[src/rtl/alu_pkg.sv]
// alu_pkg: ALU-facing types shared with the register file.
// Provides alu_status_t, the condition-flag group the ALU writes back.
package alu_pkg;

    typedef struct packed {
        logic n;    // negative
        logic z;    // zero
        logic c;    // carry
        logic v;    // overflow
    } alu_status_t;

endpackage

[src/rtl/reg_pkg.sv]
// reg_pkg: architectural register naming and status word layout.
// Provides reg_e (R0-R12, FP, SP, PC), mode_e, status_t, the register
// count and the status reset value.
package reg_pkg;

    import alu_pkg::*;

    localparam int NUM_REGS = 16;

    typedef enum logic [3:0] {
        R0, R1, R2, R3, R4, R5, R6, R7,
        R8, R9, R10, R11, R12, FP, SP, PC
    } reg_e;

    typedef enum logic {
        USER       = 1'b0,
        SUPERVISOR = 1'b1
    } mode_e;

    typedef struct packed {
        alu_status_t alu_status;
        logic        imask;
        mode_e       mode;
    } status_t;

    localparam status_t STATUS_RESET = '{
        alu_status: alu_status_t'(4'b0000),
        imask:      1'b1,
        mode:       SUPERVISOR
    };

endpackage

[src/rtl/reg_file_status.sv]
// status_reg: status word, interrupt-saved status and the RUN/INT flag.
// Applies flag/status writes with privilege checks, performs the status
// half of interrupt entry and return, and produces the irq_ack and
// priv_fault pulses.
// Ports:
//   clk, rst                         clock, synchronous active-high reset
//   i_status_wr, i_status_in         full status write request
//   i_alu_status_wr, i_alu_status_in ALU flag update
//   i_rti                            return-from-interrupt request
//   i_int_entry                      interrupt entry this cycle (from top)
//   o_status                         current status
//   o_rti_take                       rti is legal and is taken this cycle
//   o_irq_ack, o_priv_fault          registered one-cycle pulses
module status_reg
    import alu_pkg::*;
    import reg_pkg::*;
(
    input  logic        clk,
    input  logic        rst,
    input  logic        i_status_wr,
    input  status_t     i_status_in,
    input  logic        i_alu_status_wr,
    input  alu_status_t i_alu_status_in,
    input  logic        i_rti,
    input  logic        i_int_entry,
    output status_t     o_status,
    output logic        o_rti_take,
    output logic        o_irq_ack,
    output logic        o_priv_fault
);

    status_t r_status;
    status_t r_saved_status;
    logic    r_in_int;
    logic    r_irq_ack;
    logic    r_priv_fault;

    logic    w_rti_take;
    logic    w_mode_violation;
    logic    w_fault;
    status_t w_status_upd;
    status_t w_status_entry;

    always_comb begin
        // rti is only honoured from supervisor code inside a handler
        w_rti_take = i_rti && r_in_int && (r_status.mode == SUPERVISOR);

        w_mode_violation = i_status_wr && (r_status.mode == USER) &&
                           ((i_status_in.mode  != r_status.mode) ||
                            (i_status_in.imask != r_status.imask));

        w_fault = (i_rti && !w_rti_take) || w_mode_violation;

        // Flag update first; a full status write overrides it on the flags.
        w_status_upd = r_status;
        if (i_alu_status_wr) begin
            w_status_upd.alu_status = i_alu_status_in;
        end
        if (i_status_wr) begin
            if (r_status.mode == SUPERVISOR) begin
                w_status_upd = i_status_in;
            end else begin
                w_status_upd.alu_status = i_status_in.alu_status;
            end
        end

        // Entry saves the already-updated word, then forces the handler context.
        w_status_entry       = w_status_upd;
        w_status_entry.mode  = SUPERVISOR;
        w_status_entry.imask = 1'b1;
    end

    always_ff @(posedge clk) begin
        if (rst) begin
            r_status       <= STATUS_RESET;
            r_saved_status <= '0;
            r_in_int       <= 1'b0;
            r_irq_ack      <= 1'b0;
            r_priv_fault   <= 1'b0;
        end else begin
            r_irq_ack    <= i_int_entry;
            r_priv_fault <= w_fault;
            if (i_int_entry) begin
                r_saved_status <= w_status_upd;
                r_status       <= w_status_entry;
                r_in_int       <= 1'b1;
            end else if (w_rti_take) begin
                r_status <= r_saved_status;
                r_in_int <= 1'b0;
            end else begin
                r_status <= w_status_upd;
            end
        end
    end

    assign o_status     = r_status;
    assign o_rti_take   = w_rti_take;
    assign o_irq_ack    = r_irq_ack;
    assign o_priv_fault = r_priv_fault;

endmodule

[src/rtl/reg_file.sv]
// reg_file: architectural register file (R0-R12, FP, SP, PC) with PC
// sequencing, interrupt entry/return of the PC, and the status register.
// Ports:
//   clk, rst                     clock, synchronous active-high reset
//   rd_sel_a/b, rd_data_a/b      combinational read ports (no bypass)
//   wr_en, wr_sel, wr_data       writeback port
//   pc_inc, pc                   instruction-boundary strobe, current PC
//   alu_status_wr/in             ALU flag update
//   status_wr/in, status         full status write, current status
//   irq, irq_ack                 level interrupt request, entry pulse
//   rti, priv_fault              return from interrupt, privilege fault pulse
module reg_file
    import alu_pkg::*;
    import reg_pkg::*;
#(
    parameter int                   WORD_SIZE  = 32,
    parameter logic [WORD_SIZE-1:0] RESET_PC   = '0,
    parameter logic [WORD_SIZE-1:0] INT_VECTOR = WORD_SIZE'(16)
) (
    input  logic                 clk,
    input  logic                 rst,
    input  reg_e                 rd_sel_a,
    input  reg_e                 rd_sel_b,
    output logic [WORD_SIZE-1:0] rd_data_a,
    output logic [WORD_SIZE-1:0] rd_data_b,
    input  logic                 wr_en,
    input  reg_e                 wr_sel,
    input  logic [WORD_SIZE-1:0] wr_data,
    input  logic                 pc_inc,
    output logic [WORD_SIZE-1:0] pc,
    input  logic                 alu_status_wr,
    input  alu_status_t          alu_status_in,
    input  logic                 status_wr,
    input  status_t              status_in,
    output status_t              status,
    input  logic                 irq,
    output logic                 irq_ack,
    input  logic                 rti,
    output logic                 priv_fault
);

    logic [WORD_SIZE-1:0] r_regs [NUM_REGS];
    logic [WORD_SIZE-1:0] r_saved_pc;

    logic                 w_wr_pc;
    logic                 w_int_entry;
    logic                 w_rti_take;
    logic [WORD_SIZE-1:0] w_pc;
    logic [WORD_SIZE-1:0] w_pc_next_seq;
    status_t              w_status;

    assign w_pc          = r_regs[PC];
    assign w_pc_next_seq = w_pc + WORD_SIZE'(1);
    assign w_wr_pc       = wr_en && (wr_sel == PC);

    // Entry only at an instruction boundary, judged on the pre-cycle imask;
    // an explicit PC write or an rti in the same cycle suppresses it.
    assign w_int_entry = pc_inc && irq && !w_status.imask && !w_wr_pc && !rti;

    status_reg u_status_reg (
        .clk             (clk),
        .rst             (rst),
        .i_status_wr     (status_wr),
        .i_status_in     (status_in),
        .i_alu_status_wr (alu_status_wr),
        .i_alu_status_in (alu_status_in),
        .i_rti           (rti),
        .i_int_entry     (w_int_entry),
        .o_status        (w_status),
        .o_rti_take      (w_rti_take),
        .o_irq_ack       (irq_ack),
        .o_priv_fault    (priv_fault)
    );

    always_ff @(posedge clk) begin
        if (rst) begin
            for (int i = 0; i < NUM_REGS; i++) begin
                r_regs[i] <= '0;
            end
            r_regs[PC] <= RESET_PC;
            r_saved_pc <= '0;
        end else begin
            // General registers commit regardless of interrupt entry.
            if (wr_en && !w_wr_pc) begin
                r_regs[wr_sel] <= wr_data;
            end

            if (w_int_entry) begin
                r_saved_pc <= w_pc_next_seq;
                r_regs[PC] <= INT_VECTOR;
            end else if (w_rti_take) begin
                r_regs[PC] <= r_saved_pc;
            end else if (w_wr_pc) begin
                r_regs[PC] <= wr_data;
            end else if (pc_inc) begin
                r_regs[PC] <= w_pc_next_seq;   // wraps naturally at all-ones
            end
        end
    end

    assign rd_data_a = r_regs[rd_sel_a];
    assign rd_data_b = r_regs[rd_sel_b];
    assign pc        = w_pc;
    assign status    = w_status;

endmodule

[config.mk]
export PLATFORM = sky130hd
export DESIGN_NAME = reg_file
export DESIGN_NICKNAME = d
export VERILOG_FILES = /design/src/rtl/alu_pkg.sv /design/src/rtl/reg_pkg.sv /design/src/rtl/reg_file_status.sv /design/src/rtl/reg_file.sv
export SDC_FILE = /design/constraint.sdc
export NUM_CORES = 1
export LEC_CHECK = 0
export CAP_MARGIN = 20
export CORE_UTILIZATION = 40
export DETAILED_ROUTE_END_ITERATION = 12
export HOLD_SLACK_MARGIN = 0.08
export PLACE_DENSITY = 0.67
export SLEW_MARGIN = 20
export SYNTH_ARGS = -nofsm -noshare
export SYNTH_HDL_FRONTEND = slang
export SYNTH_HIERARCHICAL = 1
export SYNTH_SLANG_ARGS = --single-unit
[constraint.sdc]
create_clock -name clk -period 9.1 [get_ports clk]
set_clock_uncertainty 0.2 [all_clocks]
set_input_delay 1.82 -clock clk [delete_from_list [all_inputs] [get_ports clk]]
set_output_delay 1.82 -clock clk [all_outputs]
set_load 0.02 [all_outputs]
=== Yosys cells after proc, flatten, opt, wreduce, memory -nomap -nowiden ===
Memory sizes are Yosys's and may differ from the RTL's.
Index checks and enable logic that the tools add are counted.

* Register bits after elaboration: 47
* Word-level logic and storage cells: 85
* Output and inout port bits: 104
* Bits of input ports: 62
* Memories: 1
* Bits in writable memories: 512

{| class="wikitable"
|+ Memories
! memory !! depth !! width !! rd ports !! clocked after Yosys merged registers in !! wr ports !! line !! text
|-
| r_regs || 16 || 32 || 3 || 0 || 16 || reg_file.sv:42 || <nowiki>logic [WORD_SIZE-1:0] r_regs [NUM_REGS];</nowiki>
|}

* Add/subtract/negate cells: 1
* Muxes and demuxes: 38
* Equal/unequal tests: 3
* Reductions and logical operators: 20
* Bitwise gates (word level): 6

{| class="wikitable"
|+ Operators with widths
! operator !! number
|-
| $mux W32 || 6
|-
| $add A32 B1 Y32 const B || 1
|-
| $reduce_or A32 Y1 || 1
|-
| $mux W1 || 26
|-
| $mux W6 || 3
|-
| $logic_and A1 B1 Y1 || 11
|-
| $mux W4 || 2
|-
| $or A1 B1 Y1 || 5
|-
| $eq A4 B4 Y1 const B || 1
|-
| $logic_not A1 Y1 || 4
|-
| $logic_or A1 B1 Y1 || 2
|-
| $mux W2 || 1
|-
| $ne A1 B1 Y1 || 2
|-
| $reduce_bool A2 Y1 || 1
|-
| $reduce_or A2 Y1 || 1
|-
| $not A1 Y1 || 1
|}

=== Logic depth before layout (Yosys ltp) ===
Gate-level depths: netlist (run 1).

* Depth after elaboration: 12
* Gate-level depth with buffers: 7
* Gate-level depth less buffers: 6

=== By module ===
Netlist (run 1), hierarchy kept.

{| class="wikitable"
|+ Modules (own cells, without submodules)
! module !! times used !! area an instance (um^2) !! seq. area each (um^2) !! cells each
|-
| reg_file || 1 || 28783.9 || 16015.4 || 1801
|-
| status_reg || 1 || 716.9 || 300.3 || 78
|}

=== Worst setup path after synthesis (run 1) ===
Ideal clock, no wire load.

* Kind: input -> output
* Start point: input port rd_sel_b[0]
* End point: output port rd_data_b[7]
* Arrival time: 3.734 ns
* Data required time: 7.080 ns
* Setup slack: 3.346 ns
* Stages: 4
* Buffers on the path: 2
* Cells stage by stage: clkbuf_1 buf_1 mux4_1 mux4_2

* Cells in the longest elaborated chain, start to end: 1

{| class="wikitable"
|+ RTL lines
! item !! line !! text
|-
| from (decl) || reg_file.sv:23 || <nowiki>input reg_e rd_sel_b,</nowiki>
|-
| $mem_v2 Z16 W32 || - ||
|-
| to (decl) || reg_file.sv:25 || <nowiki>output logic [WORD_SIZE-1:0] rd_data_b,</nowiki>
|}

No other way between the ends.

=== Final worst setup path (run 1) ===
* Start point: input port rd_sel_b[1]
* End point: output port rd_data_b[15]

Same word-level chain as after synthesis.

==> impl_metrics.tcl, run 1 <==
set metrics [dict create \
    grt_pass1_vias 18930 \
    ys_seq_area_frac 0.5531 \
    synth_top_area_cell "edfxtp_1" \
    synth.distinct_cells 58 \
    hp-class "register to register" \
    synth-xor-area-share 0.009203 \
    synthArstFlopShare 0 \
    drt_wl_total_mm 91.11 \
    cts_tree "yes" \
    synth_top_family_by_area "multiplexers" \
    cts-htree-levels 2 \
    port_buffers 165 \
    muxShareOfSynthArea 0.2477 \
    fp-row-count 99 \
    syn_area_um2 29500 \
    die-area_um2 74840 \
    vias_per_cell 6.159 \
    syn_nets 1943 \
    status "finished clean" \
    die_x_um 273.6 \
    yosys-top-cells-count "edfxtp_1, and2_1, mux4_2" \
    synth_fa_ha_area_frac 0.0008482 \
    ios 166 \
    initial_core_util 0.4043 \
    grt_overflow_total 0 \
    yosysMostFrequentCell "edfxtp_1" \
    crit_start "rd_sel_b[1]" \
    antenna_found_initial 6 \
    synth_ff_type "edfxtp_1" \
    area_growth_pct 15.37 \
    r2r-start "u_status_reg/o_status[1]" \
    core_area_um2 72960 \
    synth.area.top_cells "edfxtp_1, mux4_2, and2_1, dfxtp_1, clkbuf_1" \
    peakVddDrop_uv 148.9 \
    holdCritStartpoint "u_status_reg/r_saved_status[3]" \
    finalMaxSlewViolations 0 \
    final.min_clock_period_ns 6.787 \
    dp_hpwl_mm 52.59 \
    power_density_nw_per_um2 185.4 \
    finalPower_w 0.006311 \
    postCtsHoldBufs 0 \
    grt_max_degree 68 \
    post-route-period-util 0.7459 \
    final_layout_size_suffix_gt1_frac 0.2541 \
    cts.sinks 559 \
    synth_compound_area_frac 0.02918 \
    synth_simple_gate_area_frac 0.1353 \
    max_slew.worst_pin.slew_ns 1.192 \
    nFillCells 6157 \
    synth_top_area_share 0.5212 \
    leakagePower_nw 11.19 \
    tns_ns 0 \
    slew_headroom 0.2054 \
    root_buffer "clkbuf_16" \
    die_y_um 273.6 \
    avgSynthCellArea_um2 15.70 \
    globalplace.congestion 0.8165 \
    required_ns 7.08 \
    grt_util_all_layers 0.2456 \
    cts-buffers-inserted 60 \
    cp-end-kind "output port" \
    hold_viol_final 0 \
    synth-seq-cells 559 \
    cts.clk_slew.worst_paths_ns 0.06 \
    num_vias 18420 \
    grt_first_pass_wirelength_mm 131.4 \
    wire_per_inst_um 30.47 \
    clk_latency_ns 0.63 \
    layout_setup_ws_ns 2.313 \
    synth-edff-count 512 \
    first_pass_iters 6 \
    grt_setup_unrepaired "no" \
    arrival_ns 4.77 \
    drc 0 \
    drt-initial-drc-count 2325 \
    fin_nets 2039 \
    post_cts_buffers 0 \
    maxCapViolCount 0 \
    antenna_left 0 \
    post-place-ws_ns 2.279 \
    path_class "input port to output port" \
    clock_path_buffers 3 \
    crit_fanout 63 \
    fmax_mhz 147.3 \
    startpoint_type "input port" \
    setup_viol 0 \
    syn_inst 1879 \
    synth_warnings 6 \
    postCtsResizedCells 0 \
]
## per-layer routing
layer  share of wire  global-route usage
met1            0.38              0.3256
met2            0.48              0.3954
met3           0.098             0.04798
met4           0.044              0.1029
met5               0                   0
## path summary, 6_finish.rpt
kind                               to  slack [ns]  cells past startpoint
max reg2reg            r_regs[15][30]        5.71                      7
max                     rd_data_b[15]        2.31                      5
min          u_status_reg/o_status[3]        0.26                      2
min reg2reg  u_status_reg/o_status[3]        0.26                      2
## worst max-delay path, cell delays in order
cell and delay [ns]:
buf_4 0.75, buf_4 0.57, mux4_2 0.40, mux4_2 0.52
clkdlybuf4s50_1 0.56
## logic make-up (layout without fill, tap and decap cells)
logic type                 after synthesis  in the layout
and+or+nand+nor                        654            654
DFF                                    559            559
muxes                                  329            329
buffers and inverters                  186            334
AOI/OAI and AO/OA                      118            118
xor gates and xnor gates                31             31
adders and majority gates                2              2
other                                    0              4
## report_power, final
| group | internal (W) | leakage [nW] | switching, W | total [W] |
|---|---|---|---|---|
| registers | 0.00295 | 5.31 | 0.000102 | 0.00305 |
| clock network | 0.00138 | 0.937 | 0.00103 | 0.00240 |
| logic | 0.000418 | 4.94 | 0.000438 | 0.000856 |
## layout make-up
cell class                 instances  area [um2]  share of cell area
sequential                       559       16320              0.4794
multi-input combinational       1134       12530              0.3683
timing repair buffer             213        2034             0.05978
clock buffer                      90        1707             0.05015
tap                              959        1200             0.03526
clock inverter                    24       206.4            0.006066
inverter                           7       26.28           0.0007720
antenna                            4       10.01           0.0002941
## placed cells by master (no fill, tap or decap), types with 17 or more instances in the layout
cell type | netlist | routed
mux4_2 | 318 | 318
o22ai_1 | 17 | 17
nand2_1 | 18 | 18
xnor2_1 | 22 | 22
dfxtp_1 | 47 | 47
edfxtp_1 | 512 | 512
buf_4 | 1 | 50
clkbuf_16 | 0 | 62
clkbuf_1 | 146 | 23
and2_1 | 481 | 481
nor2_1 | 53 | 42
a22oi_1 | 29 | 29
clkdlybuf4s50_1 | 0 | 156
a211oi_1 | 25 | 25
## state kept, by name, summed over array words and instances (netlist names)
name and count:
u_status_reg/r_in_int 1, u_status_reg/o_priv_fault 1, u_status_reg/o_status 6, r_regs 512
r_saved_pc 32, u_status_reg/o_irq_ack 1, u_status_reg/r_saved_status 6
## through the flow
step,util,cell area (um2),std cells,hold slack (ns)
after global routing,0.4664,34030,2988,0.2750
after CTS,0.4663,34020,2986,0.2608
after floorplan,-,29500,1879,0.2368
after detailed placement,0.4401,32110,2872,0.2524
final,0.4665,34030,2990,0.2577
after global placement,0.4401,32110,2872,0.2499
Note: power is estimated with default switching activity, not from simulation.
==> inputs of run 2 (changes only) <==
--- a/config.mk
+++ b/config.mk
@@ -9,7 +9,7 @@
 export CORE_UTILIZATION = 40
 export DETAILED_ROUTE_END_ITERATION = 12
 export HOLD_SLACK_MARGIN = 0.08
-export PLACE_DENSITY = 0.67
+export PLACE_DENSITY = 0.69
 export SLEW_MARGIN = 20
 export SYNTH_ARGS = -nofsm -noshare
 export SYNTH_HDL_FRONTEND = slang
==> constraint.sdc (replaced) <==
create_clock -name clk -period 5.6 [get_ports clk]
set_clock_uncertainty 0.2 [all_clocks]
set_input_delay 1.12 -clock clk [delete_from_list [all_inputs] [get_ports clk]]
set_output_delay 1.12 -clock clk [all_outputs]
set_load 0.02 [all_outputs]
==> run 2 against run 1 <==
Against the previous run: wire length rose by 2.0%; first-iteration DRC count rose by 5.2%; clock power rose by 72%; largest cell class unchanged; die area did not move; clock-buffer cell count fell by 19; hold slack improved by 0.0094 ns; sequential cell count did not move; sequential share of layout area fell by 0.55 points; non-clock buffer count rose by 20; final area rose by 1.2%; utilization rose by 0.54 points; worst setup slack got worse by 1.6 ns.
==> impl_metrics.tcl, run 2 (synthesis gave the netlist of run 1 again) <==
set metrics [dict create \
    status "finished clean" \
    startpoint_type "input port" \
    area_growth_pct 16.69 \
    grt_pass1_vias 19020 \
    required_ns 4.28 \
    reg2reg_depth 5 \
    fp-row-count 99 \
    drt_wl_total_mm 92.90 \
    fin_nets 2055 \
    final_layout_size_suffix_gt1_frac 0.2663 \
    cts-buffers-inserted 56 \
    fin_util 0.4718 \
    r2r-start "r_regs[15][7]" \
    drc 0 \
    final.min_clock_period_ns 4.840 \
    clk_latency_ns 0.63 \
    port_buffers 165 \
    peakVddDrop_uv 209.9 \
    crit_fanout 35 \
    leakagePower_nw 11.38 \
    first_pass_iters 5 \
    initial_core_util 0.4043 \
    clock_path_buffers 3 \
    die_x_um 273.6 \
    maxCapViolCount 0 \
    num_vias 18670 \
    cts.sinks 559 \
    finalMaxSlewViolations 0 \
    drt-initial-drc-count 2447 \
    layout_setup_ws_ns 0.7599 \
    dp_hpwl_mm 55.80 \
    placedCellCount 2892 \
    post-route-period-util 0.8643 \
    fmax_mhz 206.6 \
    tns_ns 0 \
    postCtsHoldBufs 0 \
    hold_end "u_status_reg/o_status[3]" \
    setup_viol 0 \
    post-place-ws_ns 0.7275 \
    globalplace.congestion 0.8373 \
    arrival_ns 3.52 \
    ff2ff_setup_slack_ns 2.71 \
    vias_per_cell 6.217 \
    root_buffer "clkbuf_16" \
    path_class "input port to output port" \
    stdcell_count 3003 \
    die-area_um2 74840 \
    final_common_cell "edfxtp_1" \
    power_density_nw_per_um2 305.4 \
    wire_per_inst_um 30.94 \
    cts-htree-levels 2 \
    nFillCells 6038 \
    largest_reg_flops 512 \
    worstReg2RegEnd "r_regs[15][28]" \
    ios 166 \
    cts.clk_slew.worst_paths_ns 0.07 \
    max_slew.worst_pin.slew_ns 1.107 \
    hold_depth 2 \
    post_cts_buffers 0 \
    hold_viol_final 0 \
    cts_tree "yes" \
    holdCritStartpoint "u_status_reg/r_saved_status[3]" \
    cp-end-kind "output port" \
    slew_headroom 0.2565 \
    grt_setup_unrepaired "no" \
    core_area_um2 72960 \
    antenna_left 0 \
    postCtsResizedCells 0 \
    final_cell_mix "edfxtp_1, and2_1, mux4_2" \
    antenna_found_initial 12 \
    hp-class "register to register" \
    grt_util_all_layers 0.2488 \
    grt_overflow_total 0 \
    grt_first_pass_wirelength_mm 133.1 \
    grt_max_degree 55 \
    largestRegisters "r_regs: 512 flops, r_saved_pc: 32 flops" \
    regMostFlops "r_regs" \
    die_y_um 273.6 \
]
-- run 2: how the worst max path moves through the flow --
stage | startpoint | endpoint | cells past startpoint
2_1_floorplan | rd_sel_b[0] | rd_data_b[7] | 4
3_3_place_gp | rd_sel_a[0] | rd_data_a[19] | 5
3_5_place_dp | rd_sel_a[0] | rd_data_a[12] | 5
4_1_cts | rd_sel_a[0] | rd_data_a[12] | 5
5_1_grt | rd_sel_a[0] | rd_data_a[12] | 5
6_report | rd_sel_a[0] | rd_data_a[19] | 5
-- run 2: per-layer routing --
metal,global-route usage,wire length (um)
met4,0.1075,4028
met3,0.05816,9385
met5,0,36
met1,0.3214,34450
met2,0.4014,45000
-- run 2: worst max-delay path, stage by stage --
cell	delay, ns
clkbuf_8	0.36
buf_12	0.34
mux4_2	0.56
mux4_2	0.48
clkdlybuf4s50_1	0.62
-- run 2: metrics by stage --
step / cell area, um2 / hold slack, ns / power [W]
final: 34430 / 0.2671 / 0.01051
after global routing: 34420 / 0.2991 / 0.01076
after CTS: 34410 / 0.2664 / 0.01054
after detailed placement: 32410 / 0.2669 / 0.006464
after global placement: 32410 / 0.2508 / 0.006426
after floorplan: 29500 / 0.2368 / 0.005817
-- run 2: report_power, final --
| part | switching, W | total, W | internal, W |
|---|---|---|---|
| logic | 0.000727 | 0.00143 | 0.000699 |
| clock network | 0.00169 | 0.00413 | 0.00244 |
| registers | 0.000166 | 0.00496 | 0.00479 |
-- run 2: final cells by class --
cell class / instances / area, um2 / share of cell area
Multi-Input combinational cell: 1134 / 12530 / 0.3639
Inverter: 7 / 26.28 / 0.0007632
Clock buffer: 71 / 1529 / 0.04441
Sequential cell: 559 / 16320 / 0.4739
Clock inverter: 35 / 473.0 / 0.01374
Tap cell: 959 / 1200 / 0.03485
Antenna cell: 5 / 12.51 / 0.0003635
Timing Repair Buffer: 233 / 2342 / 0.06804
==> inputs of run 3 (changes only) <==
--- a/config.mk
+++ b/config.mk
@@ -6,10 +6,12 @@
 export NUM_CORES = 1
 export LEC_CHECK = 0
 export CAP_MARGIN = 20
+export CORE_MARGIN = 2
 export CORE_UTILIZATION = 40
 export DETAILED_ROUTE_END_ITERATION = 12
+export DONT_BUFFER_PORTS = 1
 export HOLD_SLACK_MARGIN = 0.08
-export PLACE_DENSITY = 0.69
+export PLACE_DENSITY = 0.66
 export SLEW_MARGIN = 20
 export SYNTH_ARGS = -nofsm -noshare
 export SYNTH_HDL_FRONTEND = slang
==> run 3 against run 2 <==
Against the previous run: final cell count shrank 6.5%; combinational power shrank 36%; via count shrank 6.6%; clock-buffer cell count grew 16; final area shrank 5.9%; non-clock buffer count shrank 196; critical endpoint is now rd_data_b[7]; largest cell class unchanged; highest routed layer is now met4.
==> impl_metrics.tcl, run 3 (synthesis gave the netlist of run 1 again) <==
set metrics [dict create \
    status "finished clean" \
    cts-htree-levels 2 \
    cts.sinks 559 \
    grt_util_all_layers 0.2313 \
    tns_ns 0 \
    regArea_um2 16320 \
    setup_viol 0 \
    arrival_ns 2.50 \
    drc 0 \
    max_slew.worst_pin.slew_ns 1.032 \
    final.min_clock_period_ns 3.823 \
    routed-wl-met2_mm 42.04 \
    antenna_found_initial 2 \
    wl_met3_mm 9.015 \
    largest_reg_flops 512 \
    die_y_um 275.6 \
    fp-row-count 99 \
    grt_overflow_total 0 \
    fmax_mhz 261.6 \
    drt_wl_total_mm 86.85 \
    cts.clk_slew.worst_paths_ns 0.06 \
    postCtsHoldBufs 0 \
    crit_fanout 8 \
    wl_met1_mm 33.30 \
    crit_start "r_regs[15][7]" \
    ios 166 \
    path_buf_inv 0 \
    port_buffers 0 \
    hold_viol_final 0 \
    root_buffer "clkbuf_16" \
    power_density_nw_per_um2 309.0 \
    peakVddDrop_uv 252.7 \
    multiInputGateArea_um2 12530 \
    postPlaceCellArea_um2 30360 \
    cp-end-kind "output port" \
    final_layout_size_suffix_gt1_frac 0.2729 \
    holdCritStartpoint "u_status_reg/r_saved_status[3]" \
    fin_nets 1861 \
    critPathMaxStageDelay_ns 0.70 \
    die-area_um2 75940 \
    grt_max_degree 129 \
    path_class "register to output port" \
    initial_core_util 0.4043 \
    clock_path_buffers 3 \
    grt_pass1_vias 17980 \
    slew_headroom 0.3066 \
    core_area_um2 72960 \
    grt_first_pass_wirelength_mm 126.2 \
    drt-initial-drc-count 1787 \
    crit_chain "mux4_1 -> mux4_2" \
    globalplace.congestion 0.7996 \
    vias_per_cell 6.204 \
    r2r-start "r_regs[15][7]" \
    maxUsedRoutingLayer "met4" \
    startpoint_type "register" \
    nFillCells 6262 \
    slowest_stage "edfxtp_1" \
    dp_hpwl_mm 51.08 \
    antenna_left 0 \
    required_ns 4.28 \
    finalMaxSlewViolations 0 \
    fin_area_um2 32400 \
    postCtsResizedCells 0 \
    cts-buffers-inserted 58 \
    regMostFlops "r_regs" \
    finalHoldWorstSlack_ns 0.2582 \
    wire_per_inst_um 30.92 \
    final_common_cell "edfxtp_1" \
    largestRegisters "r_regs: 512 flops, r_saved_pc: 32 flops" \
    cts_tree "yes" \
    cp_top_family "multiplexers" \
    die_x_um 275.6 \
    post_cts_buffers 0 \
    clk_latency_ns 0.64 \
    num_vias 17430 \
    hp-class "register to register" \
    area_growth_pct 9.835 \
    post-route-period-util 0.6827 \
    maxCapViolCount 0 \
    first_pass_iters 5 \
    leakagePower_nw 10.55 \
    grt_setup_unrepaired "no" \
    final_cell_mix "edfxtp_1, and2_1, mux4_2" \
]
run 3: cell count changes in the layout (fill, tap and decap cells not counted), sizes merged:
cell | before | now
buf | 75 | 37
bufinv | 11 | 5
clkbuf | 73 | 87
clkdlybuf4s50 | 156 | 0
clkinv | 18 | 16
clkinvlp | 4 | 0
diode | 5 | 3
run 3: area by class of cell:
cell class | instances | share of cell area
flip-flops and latches | 559 | 0.5035
multi-input cells | 1134 | 0.3868
clock buffers | 87 | 0.05445
well taps | 959 | 0.03703
repair buffers | 37 | 0.008688
clock inverters | 23 | 0.008495
inverters | 7 | 0.0008109
diodes | 3 | 0.0002317
run 3: worst paths after layout:
kind                            cells after the start                  endpoint  slack (ns)
worst max-delay path                                2              rd_data_b[7]        1.78
worst min-delay path                                2  u_status_reg/o_status[3]        0.26
worst min register to register                      2  u_status_reg/o_status[3]        0.26
worst max register to register                      5            r_regs[15][28]        2.60
run 3: through the flow:
stage | setup WS (ns) | instances | utilization | total power, W
2_1_floorplan | 1.246 | 1879 | - | 0.005817
3_3_place_gp | 1.953 | 2695 | 0.4159 | 0.005964
3_5_place_dp | 1.933 | 2696 | 0.4161 | 0.006002
4_1_cts | 1.738 | 2806 | 0.4440 | 0.01006
5_1_grt | 1.696 | 2807 | 0.4441 | 0.01028
6_report | 1.777 | 2809 | 0.4441 | 0.01001
run 3: layer usage:
metal	GRT usage	vias to the layer above
met3	0.06568	150
met2	0.3763	839
met1	0.3045	9238
met5	0	-
met4	0.06387	0
li1	-	7201
run 3: power by group:
group          switching [W]  total, W  leakage (nW)  internal [W]
logic               0.000440  0.000922          4.23      0.000482
registers           0.000198   0.00499          5.31       0.00479
clock network        0.00169   0.00410          1.01       0.00241
run 3: tightest hold or removal path: stages, from the launching register on:
cell,delay [ns]
dfxtp_1,0.31
nand2_1,0.05
a21oi_1,0.05
